### src/rtl/step_pulse_gen.sv
// rtl/step_pulse_gen.sv - debounced single-step clock generator; optional auto-repeat under STEP_AUTOREPEAT_EN
module step_pulse_gen #(
  parameter int DEBOUNCE_CYCLES = 250000,
  parameter int PULSE_CYCLES    = 16,
  parameter int GAP_CYCLES      = 16,
  parameter int CNT_WIDTH       = 16
) (
  input  logic                 clk,
  input  logic                 reset,
  input  logic                 step_btn_n,
  output logic                 step_clk,
  output logic [CNT_WIDTH-1:0] step_count,
  output logic                 busy,
  output logic                 btn_level
);

  localparam int DB_W  = (DEBOUNCE_CYCLES > 2) ? $clog2(DEBOUNCE_CYCLES) : 1;
  localparam int TMAX  = (PULSE_CYCLES > GAP_CYCLES) ? PULSE_CYCLES : GAP_CYCLES;
  localparam int TMR_W = (TMAX > 1) ? $clog2(TMAX) : 1;

  localparam logic [DB_W-1:0]  DB_LAST    = DB_W'(DEBOUNCE_CYCLES - 1);
  localparam logic [TMR_W-1:0] PULSE_LOAD = TMR_W'(PULSE_CYCLES - 1);
  localparam logic [TMR_W-1:0] GAP_LOAD   = TMR_W'(GAP_CYCLES - 1);

  typedef enum logic [1:0] {
    IDLE  = 2'd0,
    PULSE = 2'd1,
    GAP   = 2'd2
  } state_t;

  logic             sync_1;
  logic             sync_2;
  logic             press_sync;
  logic [DB_W-1:0]  db_cnt;
  logic             level_q;
  logic             press_evt;
  logic             step_evt;
  state_t           state;
  logic [TMR_W-1:0] tmr;
  logic             pending;

  // Two-flop synchroniser; idles at 1 so reset looks like a released button
  always_ff @(posedge clk or negedge reset) begin
    if (!reset) begin
      sync_1 <= 1'b1;
      sync_2 <= 1'b1;
    end else begin
      sync_1 <= step_btn_n;
      sync_2 <= sync_1;
    end
  end

  assign press_sync = ~sync_2;

  // Debounce: accept a new level only after it differs from btn_level for DEBOUNCE_CYCLES edges in a row
  always_ff @(posedge clk or negedge reset) begin
    if (!reset) begin
      db_cnt    <= '0;
      btn_level <= 1'b0;
    end else if (press_sync == btn_level) begin
      db_cnt <= '0;
    end else if (db_cnt == DB_LAST) begin
      db_cnt    <= '0;
      btn_level <= ~btn_level;
    end else begin
      db_cnt <= db_cnt + DB_W'(1);
    end
  end

  // Delayed copy of btn_level for rising-edge detection (presses only, releases ignored)
  always_ff @(posedge clk or negedge reset) begin
    if (!reset) begin
      level_q <= 1'b0;
    end else begin
      level_q <= btn_level;
    end
  end

  assign press_evt = btn_level & ~level_q;

`ifdef STEP_AUTOREPEAT_EN
  // First synthetic press lands 2^20 + 2^18 cycles into a hold, then one every 2^18 cycles
  localparam logic [20:0] REP_LAST   = 21'((1 << 20) + (1 << 18) - 1);
  localparam logic [20:0] REP_RELOAD = 21'(1 << 20);

  logic [20:0] rep_cnt;
  logic        rep_evt;

  // Hold timer: runs while the debounced button is held, cleared on release
  always_ff @(posedge clk or negedge reset) begin
    if (!reset) begin
      rep_cnt <= '0;
      rep_evt <= 1'b0;
    end else if (!btn_level) begin
      rep_cnt <= '0;
      rep_evt <= 1'b0;
    end else if (rep_cnt == REP_LAST) begin
      rep_cnt <= REP_RELOAD;
      rep_evt <= 1'b1;
    end else begin
      rep_cnt <= rep_cnt + 21'd1;
      rep_evt <= 1'b0;
    end
  end

  assign step_evt = press_evt | rep_evt;
`else
  assign step_evt = press_evt;
`endif

  // Pulse sequencer: IDLE -> PULSE -> GAP, with a single pending press carried across a busy period
  always_ff @(posedge clk or negedge reset) begin
    if (!reset) begin
      state      <= IDLE;
      tmr        <= '0;
      pending    <= 1'b0;
      step_clk   <= 1'b0;
      busy       <= 1'b0;
      step_count <= '0;
    end else begin
      case (state)
        IDLE: begin
          if (step_evt) begin
            state      <= PULSE;
            step_clk   <= 1'b1;
            busy       <= 1'b1;
            step_count <= step_count + CNT_WIDTH'(1);
            tmr        <= PULSE_LOAD;
          end
        end
        PULSE: begin
          if (step_evt) begin
            pending <= 1'b1;
          end
          if (tmr == '0) begin
            state    <= GAP;
            step_clk <= 1'b0;
            tmr      <= GAP_LOAD;
          end else begin
            tmr <= tmr - TMR_W'(1);
          end
        end
        GAP: begin
          if (tmr == '0) begin
            // A press arriving on this very edge is treated the same as one already pending
            if (pending || step_evt) begin
              state      <= PULSE;
              step_clk   <= 1'b1;
              step_count <= step_count + CNT_WIDTH'(1);
              tmr        <= PULSE_LOAD;
              pending    <= 1'b0;
            end else begin
              state <= IDLE;
              busy  <= 1'b0;
            end
          end else begin
            tmr <= tmr - TMR_W'(1);
            if (step_evt) begin
              pending <= 1'b1;
            end
          end
        end
        default: begin
          state    <= IDLE;
          step_clk <= 1'b0;
          busy     <= 1'b0;
          pending  <= 1'b0;
        end
      endcase
    end
  end

endmodule

### config.mk
export PLATFORM = sky130hd
export DESIGN_NAME = step_pulse_gen
export DESIGN_NICKNAME = d
export VERILOG_FILES = /design/src/rtl/step_pulse_gen.sv
export SDC_FILE = /design/constraint.sdc
export NUM_CORES = 1
export LEC_CHECK = 0
export ABC_AREA = 1
export BUFFER_PORTS_ARGS = -buffer_cell sky130_fd_sc_hd__buf_4
export CORE_UTILIZATION = 52
export CTS_CLUSTER_DIAMETER = 150
export DETAILED_ROUTE_END_ITERATION = 10
export PLACE_DENSITY = 0.75
export RECOVER_POWER = 50
export REMOVE_ABC_BUFFERS = 1
export SLEW_MARGIN = 0
export SYNTH_ARGS = -nofsm -noshare
export SYNTH_HDL_FRONTEND = slang
export SYNTH_SLANG_ARGS = --single-unit
### constraint.sdc
create_clock -name clk -period 2.2 [get_ports clk]
set_clock_uncertainty 0.1 [all_clocks]
set_input_delay 0.11 -clock clk [delete_from_list [all_inputs] [get_ports clk]]
set_output_delay 0.11 -clock clk [all_outputs]
set_load 0.1 [all_outputs]
* Word-level counts from Yosys, hierarchy flattened
Index checks and enable logic that the tools add are counted.
** Cells by class
- Equal/unequal tests :: 10
- Reduce and logical (&&, ||, !) cells :: 12
- Mux-type cells :: 28
- Add/subtract/negate cells :: 3
- Bitwise gates (word level) :: 7
** Operators with widths (number)
- $mux W16 :: 3
- $mux W18 :: 2
- $pmux W16 S2 :: 1
- $add A18 B1 Y18 const B :: 1
- $eq A18 B18 Y1 const B :: 1
- $add A16 B1 Y16 const B :: 1
- $mux W4 :: 4
- $pmux W4 S3 :: 1
- $reduce_and A4 Y1 :: 3
- $mux W1 :: 10
- $ne A2 B2 Y1 const B :: 5
- $pmux W1 S3 :: 3
- $mux W2 :: 3
- $not A1 Y1 :: 6
- $pmux W2 S3 :: 1
- $reduce_and A3 Y1 :: 2
- $logic_not A4 Y1 :: 1
- $reduce_and A2 Y1 :: 2
- $sub A4 B1 Y4 const B :: 1
- $ne A3 B3 Y1 const B :: 1
- $reduce_bool A3 Y1 :: 1
- $eq A2 B1 Y1 const B :: 1
- $eq A2 B2 Y1 const B :: 1
- $logic_not A2 Y1 :: 1
- other kinds (4) :: 4
** Storage, ports and cells
- Input port bits :: 3
- Flip-flop bits (word level) :: 47
- Output and inout port bits :: 19

* Logic depth before layout (Yosys ltp)
Gate-level depths: netlist of run 1.
- Depth in word-level cells :: 6
- Depth in mapped cells :: 9
- Mapped depth without buffers :: 9

* Worst setup path after synthesis of run 1
Ideal clock, no wire load.
- Path type :: register -> register
- Start :: register step_count[0]
- End :: register step_count[12]
- Path buffers :: 0
- Library setup time :: 0.123 ns
- Arrival time :: 2.078 ns
- Path slack :: -0.101 ns
- Stages on the path, launching flop included :: 9
- Data required time :: 1.977 ns
- Cells stage by stage :: dfrtp_1 > ha_1 > nand2_1 > nor2_1 > nand3_1 > nand2_1 > inv_1 > o21ai_0 > nand2_1
** On the way
- Longest elaborated chain between the ends :: 4
- Elaborated cells between the ends (all ways) :: 5
** Ends and longest elaborated chain
- start, declared :: RTL line 12 : output logic [CNT_WIDTH-1:0] step_count,
- start signal, assigned :: RTL line 127 : step_count <= step_count + CNT_WIDTH'(1);
- start signal, assigned :: RTL line 149 : step_count <= step_count + CNT_WIDTH'(1);
- $add A16 B1 Y16 (*) :: RTL line 127, 149
- $mux W16 :: RTL line 146 : if (pending || step_evt) begin
- $mux W16 :: RTL line 144 : if (tmr == '0) begin
- $pmux W16 S2 (*) :: RTL line 121 : case (state)
Mark *: on every way between the ends. The rest lies on a longest branch, timed or not. The select of a mux whose other input is x is not followed.
A chain may end at the register's enable or synchronous reset.

* Worst setup path in the final report of run 1
- Start :: register tmr[0]
- End :: register step_count[4]
** On the way
- Longest elaborated chain between the ends :: 3
** Ends and longest elaborated chain
- start, declared :: RTL line 39 : logic [TMR_W-1:0] tmr;
- start signal, assigned :: RTL line 140 : tmr <= tmr - TMR_W'(1);
- start signal, assigned :: RTL line 157 : tmr <= tmr - TMR_W'(1);
- $logic_not A4 Y1 :: RTL line 144
- $ne A2 B2 Y1 (no source line)
- $reduce_and A4 Y1 (no source line)
No other way between the ends.

==> results of run 1 <==
## critical path, delay by kind of cell, from the launching register on
family                   cells  cell delay (ns)
buffers and inverters        2             0.35
adder cells (fa/ha/maj)      1             0.20
flip-flops                   1             0.38
AND/OR/NAND/NOR              7             0.77
## flip-flops by register name, summed over array words and instances, names as in the netlist
register    flops
step_clk        1
level_q         1
tmr             4
sync_1          1
db_cnt         18
btn_level       1
busy            1
step_count     16
pending         1
state           2
sync_2          1
## power by group through the flow
stage | combinational [uW] | sequential (uW) | clock, uW
floorplan | 12.3 | 891 | 0
global placement | 36.8 | 892 | 0
detailed placement | 37.2 | 892 | 0
CTS | 40.0 | 875 | 556
global route | 44.9 | 876 | 579
finish | 36.3 | 874 | 538
## per-layer routing
layer / GRT usage / wire length, um
met5: 0 / 0
met4: 0.0491 / 12
met3: 0.0453 / 293
met2: 0.345 / 2250
met1: 0.307 / 2540
## cell type report
class                   instances  area (um^2)
fillers                       456         1840
multi-input cells             265         1290
flip-flops and latches         47         1180
repair buffers                 26          175
inverters                      41          154
clock buffers                   7         86.3
well taps                      67         83.8
clock inverters                 1         5.00
## path summary, 6_finish.rpt
kind | startpoint | end | slack, ns | depth (start not counted)
min in group asynchronous | reset | db_cnt[13] | 0.46 | 2
max in group asynchronous | reset | step_count[15] | 0.84 | 2
setup / recovery | tmr[0] | step_count[4] | 0.29 | 10
hold reg to reg | sync_1 | sync_2 | 0.26 | 0
setup reg to reg | tmr[0] | step_count[4] | 0.29 | 10
hold / removal | sync_1 | sync_2 | 0.26 | 0
## metrics by stage
stage	worst slack, ns	utilization	cells	instance area, um^2	hold slack [ns]
2_1_floorplan	-0.101	-	353	2620	-0.286
3_3_place_gp	0.386	0.599	444	2890	0.0584
3_5_place_dp	0.301	0.599	444	2890	0.0635
4_1_cts	0.286	0.623	454	3000	0.261
5_1_grt	0.0976	0.617	454	2970	0.267
6_report	0.286	0.617	454	2970	0.260
## cell families (layout without fill, tap and decap cells)
group / after synthesis / after routing / share of synthesized area
flip-flops: 47 / 47 / 0.445
AND/OR/NAND/NOR: 214 / 214 / 0.341
AO/OA/AOI/OAI: 31 / 31 / 0.0662
adder cells (fa/ha/maj): 8 / 8 / 0.0378
buffers and inverters: 43 / 75 / 0.0667
XOR/XNOR: 12 / 12 / 0.0426
## cells in the mapped netlist, types with 3 or more instances
cell type / n / area (um^2)
a21oi_1: 6 / 30.0
dfrtp_1: 45 / 1130
ha_1: 8 / 100
inv_1: 39 / 146
nand2_1: 111 / 417
nand2_2: 3 / 18.8
nand3_1: 17 / 85.1
nand4_1: 9 / 56.3
nor2_1: 58 / 218
nor3_1: 7 / 35.0
o21ai_0: 18 / 90.1
o21ai_2: 3 / 26.3
xnor2_1: 3 / 26.3
xor2_1: 8 / 70.1
==> results.yml, run 1 <==
setup_path:
  end_kind: "register"
  slowest_delay_ns: 0.38
  path_max_fanout: 15
  path_common_cell: "nand2_1"
  required_ns: 2.30
  cp-start-kind: "register"
  crit_arrival_ns: 2.01
  worstSetupPathType: "register to register"
  slowest_stage: "dfrtp_1"
  crit_chain: "inv_1 -> ha_1 -> nand3_1 -> nand2_1 -> nand2_2 -> nor2_4 -> buf_4 -> nand2_1 -> nand2_1 -> nand2_1"
logic_synthesis:
  ys_warn_count: 0
  synth_ff_type: "dfrtp_1"
  syn_inst: 355
  yosysUniqueCellTypes: 28
  avgSynthCellArea_um2: 7.45
  synth-seq-cells: 47
  synth_area_um2: 2650
  ys_seq_area_frac: 0.445
  async_reset_ff_frac: 1.00
  synth_edf_count: 0
power_and_ir_drop:
  switching_share: 0.217
  pwr-share-clk: 0.371
  p_comb_frac: 0.025
  ir_worst_vdd_mv: 0.234
  power.switching_uw: 315
  p_leak_uw: 0.00134
  pwr-share-seq: 0.604
  power_density_nw_per_um2: 487
  finalPower_uw: 1450
  p_int_uw: 1130
drt:
  vias: 2237
  drt-wirelength-per-cell_um: 11.2
  vias_per_cell: 4.93
  dr.first_iter.drc_count: 161
  drt-total-wl_mm: 5.10
  route.detailed.drc: 0
  dr.pass1.iters: 5
  detail-route-antenna-nets: 0
global_routing:
  grt_max_degree: 48
  grt_usage: 0.217
  globalRouteOverflowTotal: 0
  grt_pass1_vias: 2071
  grt_first_pass_wirelength_mm: 9.11
  antenna_found_initial: 0
timing:
  min_period_ns: 1.91
  worst_pin_slew_ns: 1.16
  rsz0062_at_grt: "no"
  slew_viol_final: 0
  period_share: 0.870
  slew_headroom: 0.232
  timing.fmax_ghz: 0.523
  final_hold_viol_count: 0
  setup_violations: 0
  setup-tns-final_ns: 0
layout:
  layout_common_cells: "111 x nand2_1, 58 x nor2_1, 45 x dfrtp_1"
  drive_above_1_share: 0.106
  area_growth_pct: 12.4
  mostFrequentLayoutCell: "nand2_1"
  diodes: 0
  nets: 397
cts:
  cts_hold_buf: 2
  htreeDepth: 2
  cts_buffer_depth: 2
  cts_setup_buffers: 0
  cts.repair.resized: 0
  cts.sinks: 47
  clkTransAtPathRegs_ns: 0.09
  cts_tree: "yes"
  clock-root-buffer: "clkbuf_8"
  numCtsBuffers: 5
  clock_latency_ns: 0.30
job:
  maxCapViolCount: 0
placement:
  dp_hpwl_mm: 3.76
  routabilityCongestion: 0.895
  io_buffer_count: 21
floorplan:
  die_x_um: 73.3
  core_area_um2: 4820
  num_rows: 25
  die_y_um: 73.3
  io_pins: 22
  initial_core_util: 0.549
  die_area_um2: 5380
status:
  status: "complete, no violations"
min_path:
  hold_path.class: "register to register"
(Power assumes the default switching activity.)
==> run 2, diff against run 1 <==
--- a/config.mk
+++ b/config.mk
@@ -5,11 +5,11 @@
 export SDC_FILE = /design/constraint.sdc
 export NUM_CORES = 1
 export LEC_CHECK = 0
-export ABC_AREA = 1
 export BUFFER_PORTS_ARGS = -buffer_cell sky130_fd_sc_hd__buf_4
 export CORE_UTILIZATION = 52
 export CTS_CLUSTER_DIAMETER = 150
 export DETAILED_ROUTE_END_ITERATION = 10
+export HOLD_SLACK_MARGIN = 0.1
 export PLACE_DENSITY = 0.75
 export RECOVER_POWER = 50
 export REMOVE_ABC_BUFFERS = 1
==> run 2 against run 1 <==
Critical path depth decreased by 4. Largest cell class unchanged. Register-to-register slack got worse by 0.12 ns. Wire length decreased by 11%. Cell count fell by 31%. Via count down 19%. Sequential share of layout area is 2.5 points higher. Synthesized area fell by 7.0%. Worst hold slack worse by 0.0043 ns. Clock-buffer cell count fell by 1. Core utilization up 1.2 points. Highest routed layer unchanged.
==> results.yml, run 2 <==
cts:
  cts_buffer_depth: 2
  cts_tree: "yes"
  clock-root-buffer: "clkbuf_8"
  cts.sinks: 47
  htreeDepth: 2
  numCtsBuffers: 5
  clock_latency_ns: 0.31
  cts_setup_buffers: 0
  clkTransAtPathRegs_ns: 0.09
logic_synthesis:
  ys_seq_area_frac: 0.479
  ys_top_cells_by_area: "dfrtp_1 46%, xnor2_1 5.3%, xor2_1 4.6%"
  synth_edf_count: 0
  synthTopCellsByCount: "45 x dfrtp_1, 17 x nor2_1, 15 x xnor2_1, 14 x nand2_1"
  ys_warn_count: 0
  yosysUniqueCellTypes: 44
  syn_inst: 229
  synth_area_um2: 2460
  yosysMostFrequentCell: "dfrtp_1"
  synth.largest_area_cell: "dfrtp_1"
  synth-seq-cells: 47
  async_reset_ff_frac: 1.00
  synth_ff_type: "dfrtp_1"
  synth_top_area_frac: 0.458
  avgSynthCellArea_um2: 10.7
layout:
  n_fill_cell: 375
  area_growth_pct: 13.7
  mostFrequentLayoutCell: "dfrtp_1"
  top_regs: "db_cnt x18, step_count x16, tmr x4"
  final_area_um2: 2800
  drive_above_1_share: 0.165
  top_register: "db_cnt"
  largest_reg_flops: 18
  nets: 271
  utilization: 0.630
  layout_common_cells: "45 x dfrtp_1, 20 x buf_4, 17 x nor2_1"
  diodes: 0
timing:
  final_hold_viol_count: 0
  worst_pin_slew_ns: 1.18
  rsz0062_at_grt: "no"
  period_share: 0.924
  min_period_ns: 2.03
  timing.fmax_ghz: 0.492
  slew_headroom: 0.219
  layout_setup_ws_ns: 0.166
  slew_viol_final: 0
  setup_violations: 0
power_and_ir_drop:
  ir_worst_vdd_mv: 0.311
  p_leak_uw: 0.00131
  finalPower_uw: 1470
  power_density_nw_per_um2: 526
floorplan:
  io_pins: 22
  core_area_um2: 4440
  die_x_um: 70.8
  die_y_um: 70.8
  num_rows: 24
  initial_core_util: 0.554
  die_area_um2: 5010
global_routing:
  antenna_found_initial: 0
  globalRouteOverflowTotal: 0
  grt_pass1_vias: 1711
  grt_max_degree: 48
  grt_usage: 0.200
  grt_first_pass_wirelength_mm: 7.79
status:
  status: "complete, no violations"
setup_path:
  cp-start-kind: "register"
  slowest_stage: "or3b_4"
  reg2reg_from: "tmr[0]"
  required_ns: 2.33
  worst-path-buf-inv: 1
  cp_top_family: "simple AND/OR/NAND/NOR gates"
  path_max_fanout: 7
  crit_arrival_ns: 2.16
  ff2ff_path_depth: 6
  rr_endpoint: "step_count[13]"
  end_kind: "register"
  worstSetupPathType: "register to register"
  slowest_delay_ns: 0.45
  crit_chain: "inv_1 -> ha_1 -> or3b_4 -> a22o_4 -> nor4_2 -> xor2_1"
  ff2ff_setup_slack_ns: 0.17
drt:
  dr.pass1.iters: 4
  detail-route-antenna-nets: 0
  drt-total-wl_mm: 4.53
  route.detailed.drc: 0
  drt-wirelength-per-cell_um: 14.5
  vias_per_cell: 5.82
  dr.first_iter.drc_count: 92
  vias: 1823
placement:
  place_area_um2: 2700
  dp_hpwl_mm: 3.16
  io_buffer_count: 21
  routabilityCongestion: 0.865
  place_ws_ns: 0.0767
min_path:
  min_to: "sync_2"
  hold_path.startpoint: "sync_1"
  hold_path.class: "register to register"
  whs_path_depth: 0
job:
  maxCapViolCount: 0
==> run 2: cell types whose count changed after synthesis, moves of 4 or more <==
cell     before  now
nand2_1     111   14
nor2_1       58   17
inv_1        39    7
o21ai_0      18    4
xnor2_1       3   15
a21oi_1       6   13
and4_1        0    5
nor4_2        0    5
o31ai_1       0    5
xor2_1        8   13
a41oi_1       0    4
nand3_1      17   13
==> run 2: routing by layer <==
layer,part of all wire,vias up,GRT usage
li1,-,900,-
met1,0.50,881,0.291
met2,0.44,34,0.279
met3,0.038,8,0.0499
met4,0.018,0,0.0978
met5,0,-,0
==> run 2: where the power goes <==
group | internal, uW | total [uW] | leakage [uW] | switching [uW]
logic | 11.4 | 37.5 | 0.000617 | 26.1
registers | 871 | 877 | 0.000647 | 6.02
clock network | 257 | 559 | 0.0000474 | 302
==> run 2: layout make-up <==
class,instances,area [um^2],area share
clock inverters,2,16.3,0.00581
clock buffers,6,82.6,0.0295
flip-flops and latches,47,1180,0.421
repair buffers,30,205,0.0733
well taps,52,65.1,0.0232
inverters,7,26.3,0.00939
multi-input cells,169,1220,0.438
==> run 2: how the worst max path moves through the flow <==
stage	start	to	slack, ns	cells after the start
after floorplan	btn_level	step_count[1]	-0.31	4
after global placement	tmr[0]	step_count[12]	0.14	6
final	tmr[0]	step_count[13]	0.17	6
after detailed placement	tmr[0]	step_count[13]	0.08	6
after CTS	tmr[0]	step_count[13]	0.06	6
after global routing	state[0]	step_count[4]	0.02	7
==> run 2: per-stage QoR <==
stage / setup TNS [ns] / hold WS, ns / std cells
floorplan: -3.22 / -0.286 / 223
global placement: 0 / 0.0541 / 303
detailed placement: 0 / 0.0612 / 303
CTS: 0 / 0.260 / 313
global route: 0 / 0.266 / 313
finish: 0 / 0.255 / 313
==> run 2: worst reg2reg max path, stage by stage, from the launching register on <==
cell	delay (ns)
dfrtp_1	0.41
inv_1	0.07
ha_1	0.17
or3b_4	0.45
a22o_4	0.29
nor4_2	0.29
xor2_1	0.18
==> run 2: cell families after synthesis <==
group                    share of synthesized area
buffers and inverters                       0.0244
flip-flops                                   0.479
AND/OR/NAND/NOR                              0.229
XOR/XNOR                                    0.0996
multiplexers                                0.0132
adder cells (fa/ha/maj)                     0.0407
AO/OA/AOI/OAI                                0.114
==> run 2: repair_timing <==
action,4_1_cts,5_1_grt
endpoints found under the hold margin,48,0
setup endpoints to repair,0,6
hold buffers,2,0
resized for setup,0,1
==> run 3, diff against run 2 <==
--- a/config.mk
+++ b/config.mk
@@ -6,11 +6,13 @@
 export NUM_CORES = 1
 export LEC_CHECK = 0
 export BUFFER_PORTS_ARGS = -buffer_cell sky130_fd_sc_hd__buf_4
-export CORE_UTILIZATION = 52
+export CELL_PAD_IN_SITES_DETAIL_PLACEMENT = 0
+export CELL_PAD_IN_SITES_GLOBAL_PLACEMENT = 1
+export CORE_UTILIZATION = 47
 export CTS_CLUSTER_DIAMETER = 150
 export DETAILED_ROUTE_END_ITERATION = 10
 export HOLD_SLACK_MARGIN = 0.1
-export PLACE_DENSITY = 0.75
+export PLACE_DENSITY = 0.83
 export RECOVER_POWER = 50
 export REMOVE_ABC_BUFFERS = 1
 export SLEW_MARGIN = 0
==> run 3 against run 2 <==
Critical path depth unchanged. Non-clock buffer count up 1. Via count increased by 1.1%. First-iteration DRC count is 14% lower. Sequential cell count stayed put. Combinational power barely moved. Critical path type unchanged. Largest cell class unchanged.
==> results.yml, run 3 (synthesis results as in run 2) <==
cts:
  cts_tree: "yes"
  clkTransAtPathRegs_ns: 0.10
  numCtsBuffers: 5
  cts.sinks: 47
  htreeDepth: 2
  clock-root-buffer: "clkbuf_8"
  clock_latency_ns: 0.30
  cts_buffer_depth: 2
setup_path:
  crit_arrival_ns: 2.16
  critPathLaunch: "tmr[0]"
  path_max_fanout: 7
  required_ns: 2.34
  reg2reg_from: "tmr[0]"
  end_kind: "register"
  cp-start-kind: "register"
  worstSetupPathType: "register to register"
timing:
  period_share: 0.922
  worst_pin_slew_ns: 1.17
  final_hold_viol_count: 0
  timing.fmax_ghz: 0.493
  rsz0062_at_grt: "no"
  min_period_ns: 2.03
  layout_setup_ws_ns: 0.172
  slew_viol_final: 0
  slew_headroom: 0.224
  setup_violations: 0
  setup-tns-final_ns: 0
power_and_ir_drop:
  p_leak_uw: 0.00131
  ir_worst_vdd_mv: 0.274
  power_density_nw_per_um2: 517
drt:
  dr_wl_met3_um: 110
  drt-met1-wl_mm: 2.39
  dr.pass1.iters: 4
  detail-route-antenna-nets: 0
  drt-total-wl_mm: 4.71
  vias_per_cell: 5.60
  route.detailed.drc: 0
  dr.first_iter.drc_count: 79
  highest_layer: "met4"
  drt-wirelength-per-cell_um: 14.3
  wl_met2_mm: 2.15
  vias: 1843
layout:
  layout_common_cells: "45 x dfrtp_1, 21 x buf_4, 17 x nor2_1"
  stdcell_count: 329
  nets: 272
  mostFrequentLayoutCell: "dfrtp_1"
  drive_above_1_share: 0.168
  largest_reg_flops: 18
  top_regs: "db_cnt x18, step_count x16, tmr x4"
  diodes: 0
  area_growth_pct: 14.5
  top_register: "db_cnt"
global_routing:
  grt_max_degree: 48
  grt_first_pass_wirelength_mm: 7.81
  grt_pass1_vias: 1699
  globalRouteOverflowTotal: 0
  grt_usage: 0.183
  antenna_found_initial: 0
min_path:
  hold_path.class: "register to register"
  hold_path.startpoint: "sync_1"
floorplan:
  die_x_um: 74.4
  io_pins: 22
  die_area_um2: 5530
  num_rows: 25
  core_area_um2: 4880
  initial_core_util: 0.504
  die_y_um: 74.4
job:
  maxCapViolCount: 0
placement:
  io_buffer_count: 21
  place_ws_ns: 0.0779
  dp_hpwl_mm: 3.31
  routabilityCongestion: 0.810
  placed_cells: 319
status:
  status: "complete, no violations"
run 3: power breakdown:
part           switching, uW  total, uW  internal [uW]
registers               6.06        877            871
logic                   26.4       37.8           11.4
clock network            315        543            228
total                    348       1460           1110
run 3: path summary, 6_finish.rpt:
| kind | cells after the start | endpoint | slack, ns |
|---|---|---|---|
| setup reg to reg | 6 | step_count[11] | 0.17 |
| min in group asynchronous | 2 | db_cnt[13] | 0.45 |
| hold reg to reg | 0 | sync_2 | 0.26 |
| setup / recovery | 6 | step_count[11] | 0.17 |
| max in group asynchronous | 2 | step_count[6] | 0.85 |
| hold / removal | 0 | sync_2 | 0.26 |
run 3: what timing repair did:
item	CTS	global route
hold buffers	2	0
resized for setup	0	1
hold endpoints to repair	48	0
setup buffers	0	0
endpoints found under the setup margin	0	7
run 3: per-layer routing:
layer / track usage / vias up
met5: 0 / -
met2: 0.282 / 23
met4: 0.0566 / 0
li1: - / 899
met1: 0.262 / 914
met3: 0.0339 / 7
run 3: per-stage QoR:
step                      area, um^2  total power [uW]   util  hold WS (ns)
after floorplan                 2430               906      -        -0.286
after global placement          2730               932  0.559        0.0580
after detailed placement        2730               932  0.559        0.0606
after CTS                       2840              1480  0.582         0.260
after global routing            2820              1510  0.578         0.263
final                           2820              1460  0.578         0.255
run 3: cell type report:
type                    count  area [um^2]
clock buffers               5         68.8
repair buffers             31          213
multi-input cells         169         1220
well taps                  67         83.8
fillers                   450         2060
flip-flops and latches     47         1180
clock inverters             3         23.8
inverters                   7         26.3
run 3: critical path, stage by stage (launching register included):
cell and delay [ns]:
dfrtp_1 0.42, inv_1 0.07, ha_1 0.18, or3b_4 0.45
a22o_4 0.29, nor4_2 0.28, xor2_1 0.17
